<file path="config.mk">
export PLATFORM = sky130hd
export DESIGN_NAME = pifo_root_ctrl
export DESIGN_NICKNAME = d
export VERILOG_FILES = /design/src/rtl/pifo_root_ctrl.sv
export SDC_FILE = /design/constraint.sdc
export NUM_CORES = 1
export LEC_CHECK = 0
export CORE_ASPECT_RATIO = 1.25
export CORE_MARGIN = 4
export CORE_UTILIZATION = 40
export DETAILED_ROUTE_END_ITERATION = 8
export PLACE_DENSITY_LB_ADDON = 0.2
export SLEW_MARGIN = 5
export SYNTH_ARGS = -nofsm -noshare
export SYNTH_HDL_FRONTEND = slang
export SYNTH_SLANG_ARGS = --single-unit
</file>
<file path="constraint.sdc">
create_clock -name clk -period 3.7 [get_ports clk]
set_input_delay 0.555 -clock clk [delete_from_list [all_inputs] [get_ports clk]]
set_output_delay 0.555 -clock clk [all_outputs]
set_load 0.005 [all_outputs]
</file>
<file path="src/rtl/pifo_root_ctrl.sv">
// rtl/pifo_root_ctrl.sv - root PIFO atom-array sequencer: insert/pop/CPU arbitration, flush, occupancy
// Optional CPU write path is built only when PIFO_CTRL_CPU_WRITE_EN is defined.
module pifo_root_ctrl #(
  parameter int ELEMENT_WIDTH       = 32,
  parameter int ELEMENT_RANK_WIDTH  = 19,
  parameter int RANK_START_POS      = 12,
  parameter int RANK_END_POS        = 30,
  parameter int PIFO_INFO_VALID_POS = 31,
  parameter int PIFO_DEPTH          = 16,
  parameter int COUNT_WIDTH         = 5
) (
  input  logic                     clk,
  input  logic                     rstn,
  input  logic                     in_insert_valid,
  input  logic [ELEMENT_WIDTH-1:0] in_insert_data,
  output logic                     out_insert_ready,
  input  logic                     in_pop_req,
  output logic                     out_pop_valid,
  output logic [ELEMENT_WIDTH-1:0] out_pop_data,
  input  logic                     in_cpu_wr_en,
  input  logic [ELEMENT_WIDTH-1:0] in_cpu_wr_data,
  output logic                     out_cpu_wr_busy,
  input  logic                     in_flush,
  output logic                     out_ctl_insert,
  output logic                     out_ctl_pop,
  output logic [ELEMENT_WIDTH-1:0] out_pifo_input,
  input  logic [ELEMENT_WIDTH-1:0] in_head_element,
  output logic [COUNT_WIDTH-1:0]   out_count,
  output logic                     out_full,
  output logic                     out_empty
);

  typedef enum logic {IDLE, FLUSH} state_t;

  state_t                   state_q, state_d;
  logic [COUNT_WIDTH-1:0]   count_q, count_d;
  logic                     pop_valid_q, pop_valid_d;
  logic [ELEMENT_WIDTH-1:0] pop_data_q, pop_data_d;
  logic                     cpu_busy_q;
  logic [ELEMENT_WIDTH-1:0] cpu_data_q;

  logic                     idle, full, empty, grant, space, dp_hs, cpu_go, ins_valid;
  logic [ELEMENT_WIDTH-1:0] ins_elem;
  logic [ELEMENT_RANK_WIDTH-1:0] new_rank, head_rank;

  assign idle   = (state_q == IDLE);
  assign full   = (count_q == COUNT_WIDTH'(PIFO_DEPTH));
  assign empty  = (count_q == '0);
  assign grant  = idle & in_pop_req & ~empty;
  // A pop in the same cycle frees the slot the insert needs, so full is no barrier then.
  assign space  = ~full | grant;
  assign dp_hs  = in_insert_valid & idle & space;
  assign cpu_go = cpu_busy_q & idle & ~dp_hs & space;

  assign ins_elem  = dp_hs ? in_insert_data : (cpu_go ? cpu_data_q : in_insert_data);
  assign ins_valid = (dp_hs | cpu_go) & ins_elem[PIFO_INFO_VALID_POS];
  assign new_rank  = ins_elem[RANK_END_POS:RANK_START_POS];
  assign head_rank = in_head_element[RANK_END_POS:RANK_START_POS];

  always_comb begin
    state_d        = state_q;
    count_d        = count_q;
    pop_valid_d    = 1'b0;
    pop_data_d     = pop_data_q;
    out_ctl_insert = 1'b0;
    out_ctl_pop    = 1'b0;
    if (state_q == FLUSH) begin
      out_ctl_pop = ~empty;
      if (!empty) count_d = count_q - COUNT_WIDTH'(1);
      if (count_q <= COUNT_WIDTH'(1)) state_d = IDLE;
    end else begin
      if (ins_valid && in_pop_req) begin
        pop_valid_d = 1'b1;
        if (!empty && new_rank >= head_rank) begin
          out_ctl_insert = 1'b1;
          out_ctl_pop    = 1'b1;
          pop_data_d     = in_head_element;
        end else begin
          // New element would be the head anyway: hand it straight back.
          pop_data_d = ins_elem;
        end
      end else if (ins_valid) begin
        out_ctl_insert = 1'b1;
        count_d        = count_q + COUNT_WIDTH'(1);
      end else if (grant) begin
        out_ctl_pop = 1'b1;
        count_d     = count_q - COUNT_WIDTH'(1);
        pop_valid_d = 1'b1;
        pop_data_d  = in_head_element;
      end
      if (in_flush) state_d = FLUSH;
    end
  end

  always_ff @(posedge clk or negedge rstn) begin
    if (!rstn) begin
      state_q     <= IDLE;
      count_q     <= '0;
      pop_valid_q <= 1'b0;
      pop_data_q  <= '0;
    end else begin
      state_q     <= state_d;
      count_q     <= count_d;
      pop_valid_q <= pop_valid_d;
      pop_data_q  <= pop_data_d;
    end
  end

`ifdef PIFO_CTRL_CPU_WRITE_EN
  always_ff @(posedge clk or negedge rstn) begin
    if (!rstn) begin
      cpu_busy_q <= 1'b0;
      cpu_data_q <= '0;
    end else if (in_cpu_wr_en && !cpu_busy_q) begin
      cpu_busy_q <= 1'b1;
      cpu_data_q <= in_cpu_wr_data;
    end else if (cpu_go) begin
      cpu_busy_q <= 1'b0;
    end
  end
`else
  logic unused_cpu;
  assign unused_cpu = ^{in_cpu_wr_en, in_cpu_wr_data};
  assign cpu_busy_q = 1'b0;
  assign cpu_data_q = '0;
`endif

  assign out_insert_ready = idle & space;
  assign out_pop_valid    = pop_valid_q;
  assign out_pop_data     = pop_data_q;
  assign out_cpu_wr_busy  = cpu_busy_q;
  assign out_pifo_input   = ins_elem;
  assign out_count        = count_q;
  assign out_full         = full;
  assign out_empty        = empty;

endmodule

</file>
==> results of run 1 <==
[state kept, by name, indices dropped and copies added (netlist names)]
register       count
out_count          5
out_pop_data      32
out_pop_valid      1
state_q            1
[worst reg2reg max path, delay by kind of cell (launching register included)]
family	cells	cell delay [ns]
compound gates	3	0.62
fa+ha+maj	1	0.21
buf+inv	2	0.38
flops	1	0.46
simple gates	2	0.73
[stage by stage]
stage	instance area (µm²)	power (W)	setup WS, ns	hold slack (ns)
2_1_floorplan	2860	0.001540	1.336	0.2594
3_3_place_gp	4139	0.002183	0.1978	0.4735
3_5_place_dp	4139	0.002217	0.1946	0.4833
4_1_cts	4220	0.002519	0.1828	0.4299
5_1_grt	4224	0.002664	0.07577	0.4747
6_report	4224	0.002486	0.2668	0.3988
[final cells by class]
cell class / count / area, µm² / area share [%]
clock inverters: 1 / 5.005 / 0.1185
clock buffers: 7 / 76.32 / 1.807
multi-input cells: 172 / 1461 / 34.60
repair buffers: 151 / 1499 / 35.49
well taps: 90 / 112.6 / 2.666
inverters: 25 / 93.84 / 2.222
flip-flops and latches: 39 / 975.9 / 23.10
[logic make-up after synthesis]
group	after synthesis
xor+xnor	5
flops	39
simple gates	44
fa+ha+maj	23
other cells	1
mux	1
compound gates	98
buf+inv	74
[per-layer routing]
metal	share of wire (%)	global-route usage, %
met1	44	23.38
met2	48	31.72
met3	7.0	4.876
met4	1.2	5.693
met5	0	0
[cell usage after synthesis, drive strengths merged]
master   number  area, µm²
a211oi        2      20.02
a21o          1      7.510
a21oi        12      63.81
a221o         2      20.02
a311oi        1      15.01
and2          1      6.260
and3b         1      8.760
and4          1      8.760
buf          43      316.5
clkbuf        6      23.77
conb          1      3.750
dfrtp        39      975.9
ha           23      287.8
inv          25      93.84
mux2i         1      10.01
nand2        14      52.55
nand2b        5      31.28
nand3         2      10.01
nand3b        2      15.01
nand4         3      18.77
nand4bb       1      11.26
nor2          6      22.52
nor2b         2      12.51
nor3          4      20.02
nor3b         1      7.510
nor4          1      6.260
o211ai        2      15.01
o21a          2      15.01
o21ai        12      78.83
o221a        31      349.1
o22a         31      271.5
o31a          2      17.52
xnor2         5      43.79
[final timing paths]
kind / start / end / slack (ns) / depth (start not counted)
setup / recovery: in_head_element[30] / out_ctl_insert / 0.27 / 9
min in group clk: out_pop_data[31] / out_pop_data[31] / 0.49 / 1
max in group asynchronous: rstn / out_pop_data[29] / 2.74 / 1
setup reg to reg: out_count[0] / out_pop_data[16] / 1.24 / 8
hold / removal: rstn / out_pop_data[14] / 0.40 / 1
hold reg to reg: out_pop_data[31] / out_pop_data[31] / 0.49 / 1
[repair_timing]
item / 4_1_cts / 5_1_grt
gates resized for setup: 0 / 1
endpoints found under the setup margin: 0 / 2
hold endpoints to repair: 0 / 0
[power by group through the flow]
stage	registers, W	clock network (W)	logic, W
after floorplan	0.000784	0	0.000756
after global placement	0.000797	0	0.00139
after detailed placement	0.000804	0	0.00141
after CTS	0.000798	0.000298	0.00142
after global routing	0.000825	0.000314	0.00153
final	0.000799	0.000283	0.00140
==> flow_summary.yaml, run 1 <==
run_status:
  status: "finished clean"
layout:
  drive_gt1_share_pct: 12.15
  layout_commonest_cell: "clkdlybuf4s50_1"
  area_growth_pct: 47.68
  layout_common_cells: "clkdlybuf4s50_1, dfrtp_1, o22a_1"
  antenna_cells: 0
  post-route-util_pct: 60.55
  layout.cells.non_filler: 485
  nNetsFinal: 519
  fillers: 608
timing:
  setup_tns_ns: 0
  hold_violations: 0
  slew_viol_final: 0
  finalCritPeriodShare_pct: 92.79
  skew_ns: 0.008151
  min_period_ns: 3.433
  setup_violations: 0
  rsz0062_at_grt: "false"
  max_slew_margin_pct: 39.06
  max_freq_mhz: 291.3
  tightest_slew_ns: 0.9140
route:
  drt_pass1_iterations: 4
  postRouteAntennaNets: 0
  wl_um: 8053
  vias_per_cell: 5.441
  via_count: 2639
  drtIter0Drc: 121
  wl_per_cell_um: 16.60
  route.detailed.drc: 0
worst_setup_path:
  worst-path-max-fanout: 3
  cp.arrival_ns: 2.88
  cp_common_cell: "clkdlybuf4s50_1"
  critPathCaptureType: "output pin"
  cp_num_buf_inv: 3
  required_ns: 3.14
  max_stage_delay_ns: 0.52
  slowest_stage: "clkdlybuf4s50_1"
  cp-start-kind: "primary input"
  cp_cell_sequence: "clkdlybuf4s50_1 -> inv_1 -> ha_1 -> and4_1 -> nand4_1 -> a21oi_2 -> o21ai_0 -> a21oi_1 -> clkdlybuf4s50_1"
  crit_family: "buffers and inverters"
  worst-setup-path-type: "in -> out"
logic_synthesis:
  synth_adder_area_share_pct: 10.06
  syn_inst: 285
  synthSimpleGateAreaFrac_pct: 8.093
  synth-seq-area-share_pct: 34.12
  synth_top_family_by_area: "compound AO/OA/AOI/OAI gates"
  synth-seq-cells: 39
  synth-compound-area-share_pct: 30.53
  synth_xor_area_share_pct: 1.531
  post_synth_mux_area_share_pct: 0.3500
  yosys_warnings: 0
  yosysUniqueCellTypes: 42
  synthesis.nets: 410
  synth_area_um2: 2860
  avgSynthCellArea_um2: 10.04
pwr:
  ir_drop_v: 0.0003060
  power_frac_comb_pct: 56.5
  power.leakage_nw: 1.724
  p_clk_share_pct: 11.4
  power_density_nw_per_um2: 588.5
  intPower_w: 0.001707
  switching_share_pct: 31.31
  p_sw_w: 0.0007784
  pwr-share-seq_pct: 32.2
hold_path:
  holdCritPathClass: "in -> async"
global_routing:
  antenna_found_initial: 0
  overflow: 0
  grt_pass1_wl_um: 13050
  first_global_vias: 2614
  grt_max_degree: 40
  grt_util_all_layers_pct: 18.62
die:
  start_util_pct: 41.00
  coreArea_um2: 6977
  row_count: 34
  die_w_um: 83.64
  die_area_um2: 8576
  io_pins: 178
  die_height_um: 102.5
job:
  drv_cap: 0
clocking:
  htree_levels: 2
  cts_tree: "built"
  clk_pin_slew_ns: 0.07
  clk_latency_ns: 0.29
  ctsRootBufferMaster: "clkbuf_8"
  postCtsSetupRepairBufs: 0
  cts_made_buffers: 5
  cts_num_sinks: 39
  cts_hold_buf: 0
  cts_buffer_depth: 2
placement:
  portBuffers: 143
  place_inst: 477
  dp_hpwl_um: 5961
  place_congestion: 0.7587
No activity file was read; power rests on OpenSTA's default activity.
==> inputs of run 2 (changes only) <==
GPL_TIMING_DRIVEN = 0   (was default)
==> flow_summary.yaml, run 2 (synthesis results as in run 1) <==
run_status:
  status: "finished clean"
die:
  row_count: 34
  die_height_um: 102.5
  coreArea_um2: 6977
  start_util_pct: 41.00
  io_pins: 178
  die_area_um2: 8576
  die_w_um: 83.64
clocking:
  cts_made_buffers: 5
  cts_buffer_depth: 2
  htree_levels: 2
  cts_tree: "built"
  cts_num_sinks: 39
  clk_latency_ns: 0.29
  ctsRootBufferMaster: "clkbuf_8"
  postCtsSetupRepairBufs: 0
  clk_pin_slew_ns: 0.08
global_routing:
  overflow: 0
  grt_util_all_layers_pct: 19.76
  grt_max_degree: 22
  antenna_found_initial: 0
  grt_pass1_wl_um: 13910
  first_global_vias: 2816
route:
  vias_per_cell: 5.257
  drtIter0Drc: 86
  drt_pass1_iterations: 4
  wl_um: 8300
  route.detailed.drc: 0
  wl_per_cell_um: 15.81
  postRouteAntennaNets: 0
  via_count: 2760
layout:
  largest_register_ffs: 32
  post-route-util_pct: 64.62
  layout.cells.non_filler: 525
  layout_commonest_cell: "clkdlybuf4s50_1"
  nNetsFinal: 560
  antenna_cells: 0
  drive_gt1_share_pct: 19.77
  fillers: 602
  layout_common_cells: "clkdlybuf4s50_1, dfrtp_1, buf_4"
  area_growth_pct: 57.61
job:
  drv_cap: 0
timing:
  setup_violations: 0
  min_period_ns: 3.456
  tightest_slew_ns: 0.5680
  rsz0062_at_grt: "false"
  skew_ns: 0.007351
  max_freq_mhz: 289.4
  hold_violations: 0
  finalCritPeriodShare_pct: 93.40
  hold_ws_ns: 0.2455
  setup_tns_ns: 0
  slew_viol_final: 0
  max_slew_margin_pct: 62.13
worst_setup_path:
  critPathCaptureType: "output pin"
  reg2regPathDepth: 8
  worst-path-max-fanout: 3
  r2r-start: "out_count[1]"
  cp-start-kind: "primary input"
  required_ns: 3.14
  cp.arrival_ns: 2.90
  ff2ff_setup_slack_ns: 1.34
  crit_end: "out_ctl_pop"
  r2r-end: "out_pop_data[19]"
  startpoint: "in_head_element[22]"
  worst-setup-path-type: "in -> out"
placement:
  place_inst: 518
  portBuffers: 142
  dp_hpwl_um: 6616
  place_congestion: 0.7492
pwr:
  power_density_nw_per_um2: 563.9
  power.leakage_nw: 1.899
  ir_drop_v: 0.0003007
hold_path:
  holdCritPathClass: "in -> async"
[run 2: changes by cell type in the layout (fill, tap and decap cells not counted), sizes merged]
cell           delta
clkbuf            +5
clkdlybuf4s50     -1
buf              +36
[run 2: worst min path at each step]
| stage | slack (ns) | depth (start not counted) | to |
|---|---|---|---|
| final | 0.25 | 1 | out_pop_valid |
| after global routing | 0.28 | 1 | out_pop_data[14] |
| after CTS | 0.26 | 1 | out_pop_data[14] |
| after detailed placement | 0.48 | 1 | out_pop_data[31] |
| after global placement | 0.47 | 1 | out_pop_data[31] |
| after floorplan | 0.26 | 0 | out_count[0] |
[run 2: metal layers]
metal  vias up  part of all wire [%]  global-route usage (%)  routed length [µm]
met4         0                   1.6                   5.817                 129
li1       1344                     -                       -                   -
met3        10                   7.6                   5.036                 629
met5         -                     0                       0                   0
met2       101                    49                   34.29                4071
met1      1305                    42                   24.46                3469
[run 2: layout make-up]
cell class / instances / area [µm²] / share of cell area [%]
sequential: 39 / 975.9 / 21.65
clock inverter: 1 / 5.005 / 0.1110
inverter: 25 / 93.84 / 2.082
multi-input combinational: 172 / 1454 / 32.25
timing repair buffer: 143 / 1444 / 32.03
tap: 90 / 112.6 / 2.498
clock buffer: 6 / 82.58 / 1.832
buffer: 49 / 340.3 / 7.549
[run 2: critical path: stages]
cell and delay (ns):
clkdlybuf4s50_1 0.48, inv_1 0.05, ha_1 0.30, nand4_1 0.13
nor3_1 0.20, a21oi_1 0.13, a21oi_2 0.21, nor4_1 0.07
nor3_1 0.21, clkdlybuf4s50_1 0.54
[run 2: where the power goes]
| part | switching (W) | internal [W] | total (W) |
|---|---|---|---|
| Clock | 0.000153 | 0.000147 | 0.000300 |
| Sequential | 0.000130 | 0.000641 | 0.000771 |
| Combinational | 0.000503 | 0.000968 | 0.00147 |
[run 2: stage by stage]
stage | instance area (µm²) | total power [W] | worst slack, ns
finish | 4508 | 0.002542 | 0.2440
global route | 4508 | 0.002733 | 0.02969
CTS | 4504 | 0.002578 | 0.1416
detailed placement | 4417 | 0.002264 | 0.1526
global placement | 4394 | 0.002220 | 0.1563
floorplan | 2860 | 0.001540 | 1.336
[run 2: repair_timing]
action                     4_1_cts  5_1_grt
hold buffers                     0        0
resized for setup                0        1
setup endpoints to repair        0        2
==> inputs of run 3 (changes only) <==
CORE_ASPECT_RATIO = default   (was 1.25)
RECOVER_POWER = 100   (was default)
==> flow_summary.yaml, run 3 (synthesis results as in run 1) <==
route:
  drt_pass1_iterations: 4
  postRouteAntennaNets: 0
  via_count: 2773
  drtIter0Drc: 59
  route.detailed.drc: 0
  vias_per_cell: 5.232
  wl_per_cell_um: 15.82
  wl_um: 8386
clocking:
  clk_latency_ns: 0.29
  postCtsSetupRepairBufs: 0
  cts_made_buffers: 5
  cts_buffer_depth: 2
  cts_hold_buf: 0
  htree_levels: 2
  cts_tree: "built"
  ctsRootBufferMaster: "clkbuf_8"
  cts_num_sinks: 39
  clk_pin_slew_ns: 0.08
pwr:
  power_frac_comb_pct: 57.1
  power.leakage_nw: 1.879
  p_sw_w: 0.0007699
  power_density_nw_per_um2: 542.4
  intPower_w: 0.001637
  p_clk_share_pct: 11.2
  switching_share_pct: 31.99
  pwr-share-seq_pct: 31.7
  ir_drop_v: 0.0002885
worst_setup_path:
  cp.arrival_ns: 2.93
  critPathCaptureType: "output pin"
  cp-start-kind: "primary input"
  crit_family: "buffers and inverters"
  slowest_stage: "dlygate4sd3_1"
  worst-path-max-fanout: 4
  required_ns: 3.14
  cp_cell_sequence: "dlygate4sd3_1 -> inv_1 -> ha_1 -> nor2b_1 -> o21ai_0 -> a21oi_1 -> a21oi_2 -> o21ai_0 -> a21oi_1 -> clkdlybuf4s50_1"
  max_stage_delay_ns: 0.60
  worst-setup-path-type: "in -> out"
  cp_num_buf_inv: 3
layout:
  layout_common_cells: "clkdlybuf4s50_1, dlygate4sd3_1, dfrtp_1"
  largest_register_ffs: 32
  area_growth_pct: 55.12
  antenna_cells: 0
  drive_gt1_share_pct: 17.74
  layout.cells.non_filler: 530
  layout_commonest_cell: "clkdlybuf4s50_1"
  nNetsFinal: 560
timing:
  max_freq_mhz: 287.4
  hold_violations: 0
  skew_ns: 0.006045
  finalCritPeriodShare_pct: 94.06
  setup_violations: 0
  slew_viol_final: 28
  max_slew_margin_pct: -3.789
  rsz0062_at_grt: "false"
  min_period_ns: 3.480
  tightest_slew_ns: 1.557
  setup_tns_ns: 0
global_routing:
  overflow: 0
  grt_util_all_layers_pct: 19.54
  first_global_vias: 2795
  grt_max_degree: 28
  grt_pass1_wl_um: 13740
  antenna_found_initial: 0
die:
  coreArea_um2: 6869
  die_w_um: 92.56
  die_height_um: 92.56
  io_pins: 178
  start_util_pct: 41.64
  row_count: 30
  die_area_um2: 8567
hold_path:
  holdCritPathClass: "in -> async"
run_status:
  status: "complete, but fails checks"
  violations: "capacitance limit, slew limit"
placement:
  place_congestion: 0.7679
  place_inst: 524
  dp_hpwl_um: 6629
  portBuffers: 142
job:
  drv_cap: 1
## run 3: cell types whose count changed in the layout (fill, tap and decap cells not counted), sizes merged
cell / previous run / this run
buf: 45 / 41
clkinv: 1 / 0
clkdlybuf4s50: 141 / 73
dlygate4sd3: 0 / 68
clkbuf: 12 / 16
## run 3: worst reg2reg max path, delay by kind of cell, from the launching register on
family	cells	cell delay [ns]
AO/OA/AOI/OAI	3	1.33
flip-flops	1	0.44
buffers and inverters	2	0.42
adder cells (fa/ha/maj)	1	0.24
AND/OR/NAND/NOR	1	0.19
## run 3: final timing paths
check | cells past startpoint | startpoint | end | slack [ns]
max | 10 | in_insert_data[12] | out_ctl_insert | 0.22
max reg2reg | 7 | out_count[0] | out_pop_data[24] | 0.97
min in group clk | 1 | out_pop_data[31] | out_pop_data[31] | 0.50
max in group asynchronous | 2 | rstn | out_pop_data[25] | 1.53
min | 1 | rstn | out_count[2] | 0.30
min reg2reg | 1 | out_pop_data[31] | out_pop_data[31] | 0.50
## run 3: layer usage
metal	global-route usage (%)	routed length, µm	vias to the layer above
met5	0	0	-
met4	4.332	54	0
met3	5.605	649	4
met2	32.08	3919	112
met1	25.48	3763	1315
li1	-	-	1342
## run 3: timing repair
item / 4_1_cts / 5_1_grt
hold endpoints to repair: 0 / 0
gates resized for setup: 0 / 1
setup endpoints to repair: 0 / 1
## run 3: layout make-up
cell class	count	area, µm²
Tap cell	96	120.1
Sequential cell	39	975.9
Clock buffer	6	72.57
Multi-Input combinational cell	172	1429
Timing Repair Buffer	143	1419
Fill cell	600	2432
Inverter	25	93.84
Buffer	49	326.6
## run 3: metrics by stage
| step | utilization [%] | setup WS [ns] | power (W) | cell area [µm²] | hold slack [ns] |
|---|---|---|---|---|---|
| 6_report | 64.59 | 0.2200 | 0.002407 | 4437 | 0.2963 |
| 5_1_grt | 64.59 | 0.02621 | 0.002600 | 4437 | 0.3557 |
| 4_1_cts | 65.36 | 0.1560 | 0.002555 | 4489 | 0.1699 |
| 3_5_place_dp | 64.30 | 0.1643 | 0.002274 | 4417 | 0.4847 |
| 3_3_place_gp | 64.08 | 0.1744 | 0.002221 | 4402 | 0.4755 |
| 2_1_floorplan | - | 1.336 | 0.001540 | 2860 | 0.2594 |
## run 3: power by group through the flow
stage               clock network, W  logic (W)  registers (W)
finish                      0.000269    0.00137       0.000763
CTS                         0.000280    0.00150       0.000775
global route                0.000291    0.00151       0.000795
global placement                   0    0.00145       0.000768
floorplan                          0   0.000756       0.000784
detailed placement                 0    0.00149       0.000783
==> edit (settings of run 2) <==
Put one more register stage on the output `out_count`. The value now appears one clock later. The other outputs are not delayed to match.
--- a/src/rtl/pifo_root_ctrl.sv
+++ b/src/rtl/pifo_root_ctrl.sv
@@ -131,5 +131,7 @@
   assign out_cpu_wr_busy  = cpu_busy_q;
   assign out_pifo_input   = ins_elem;
-  assign out_count        = count_q;
+  always_ff @(posedge clk) begin
+    out_count <= count_q;
+  end
   assign out_full         = full;
   assign out_empty        = empty;
Check against the original RTL: not equivalent (a bounded check fails within 4 cycles, from zero or initial values and one cycle with rstn low).
==> edit against run 2 <==
Sequential power rose by 11%. Die area up 3.2%. Largest cell class unchanged. Worst setup slack got worse by 0.044 ns. Sequential cell count rose by 5. Design area grew 2.7%. Via count unchanged. Non-clock buffer count unchanged. Wire length rose by 4.5%. Global-route usage shrank 0.53 points. Critical path depth fell by 2. Largest power group unchanged. Synthesized area up 3.5%. Total power is 7.5% higher.
==> edit: results (changes against run 2) <==
outcome finished, final reports clean; DRT iter0 DRCs 70 (-19%); Worst Setup SP in_insert_data[30]; fill cell count 628 (+4.3%); Final nets 565 (+0.89%); wire length per cell 16.3 um (+3.3%); total track usage 19.2% (-0.53 points); placed instance count 523 (+0.97%); worst-margin pin slew 0.540 ns (-0.0279 ns); Synth cell types 43 (+2.4%); Post-synth ARST share 88.6% (-11 points); end of the worst register-to-register path out_pop_data[25]; first-pass GRT wire length 14.0 mm (+0.94%); pre-CTS setup slack 0.204 ns (+0.0513 ns); Leak 1.95 nW (+2.8%); Peak VDD IR 0.000286 V (-5.0%); layout cell share with drive strength beyond 1 19.5% (-0.27 points); Largest register FFs 32 (unchanged); CP Max Fanout 4 (+1); Clock Skews 0.0109 ns (+0.00353 ns); GP Congestion 0.809 (+8.0%); syn_area_per_cell 10.2 um2 (+1.7%); r2r startpoint count_q[1]; largest net degree at the start of global routing 25 (+14%); Seq/Total Area, Yosys 36.3% (+2.2 points); Post-Layout Cell Count 531 (+1.1%); Buf+Inv Stages, Crit Path 2 (-1); Post-DP Area 4510 um2 (+2.1%); # port buffers 142 (unchanged); DP Wirelength 6.85 mm (+3.5%); # diodes 0 (unchanged); ranking of synthesized cells by area dfrtp_1, o221a_2, ha_1, o22a_1, buf_4; Net Sw Power 0.819 mW (+4.1%); drt via density 5.20 (-1.1%); crit path DAT 2.94 ns (+0.04 ns); final worst-path cycle share 94.6% (+1.2 points); total CTS buffers 5 (unchanged); Crit path largest cell delay about 0.55 ns
[edit: cell families after synthesis]
group                      after synthesis  synth area share [%]
adders and majority gates               23                  9.72
muxes                                    1                 0.338
xor gates and xnor gates                 5                  1.48
buffers and inverters                   74                  14.7
DFF                                     44                  36.3
AOI/OAI and AO/OA                       98                  29.5
other                                    1                 0.127
and+or+nand+nor                         44                  7.82
[edit: power by group through the flow]
| stage | clock network [mW] | registers [mW] | logic, mW |
|---|---|---|---|
| 4_1_cts | 0.409 | 0.854 | 1.51 |
| 3_5_place_dp | 0 | 0.865 | 1.49 |
| 6_report | 0.393 | 0.854 | 1.48 |
| 3_3_place_gp | 0 | 0.856 | 1.45 |
| 2_1_floorplan | 0 | 0.872 | 0.756 |
| 5_1_grt | 0.428 | 0.883 | 1.60 |
[edit: per-layer routing]
layer | vias to the layer above | GRT usage, % | routed length [um]
li1 | 1349 | - | -
met1 | 1310 | 22.8 | 3560
met2 | 92 | 34.4 | 4500
met3 | 9 | 4.75 | 511
met4 | 0 | 4.41 | 103
met5 | - | 0 | 0
[edit: how the worst min path moves through the flow]
stage                          start               end  slack (ns)  cells after the start
after floorplan                 rstn        count_q[0]        0.26                      0
after global placement    count_q[2]      out_count[2]        0.35                      0
after detailed placement  count_q[4]      out_count[4]        0.35                      0
after CTS                       rstn  out_pop_data[26]        0.18                      1
after global routing            rstn  out_pop_data[20]        0.20                      1
final                           rstn  out_pop_data[26]        0.19                      1
[edit: final cells by class]
type / count / area, um2 / area share [%]
multi-input combinational: 172 / 1450 / 31.3
timing repair buffer: 143 / 1440 / 31.0
sequential: 44 / 1080 / 23.2
buffer: 49 / 340 / 7.35
tap: 90 / 113 / 2.43
inverter: 25 / 93.8 / 2.03
clock buffer: 6 / 82.6 / 1.78
clock inverter: 2 / 38.8 / 0.838
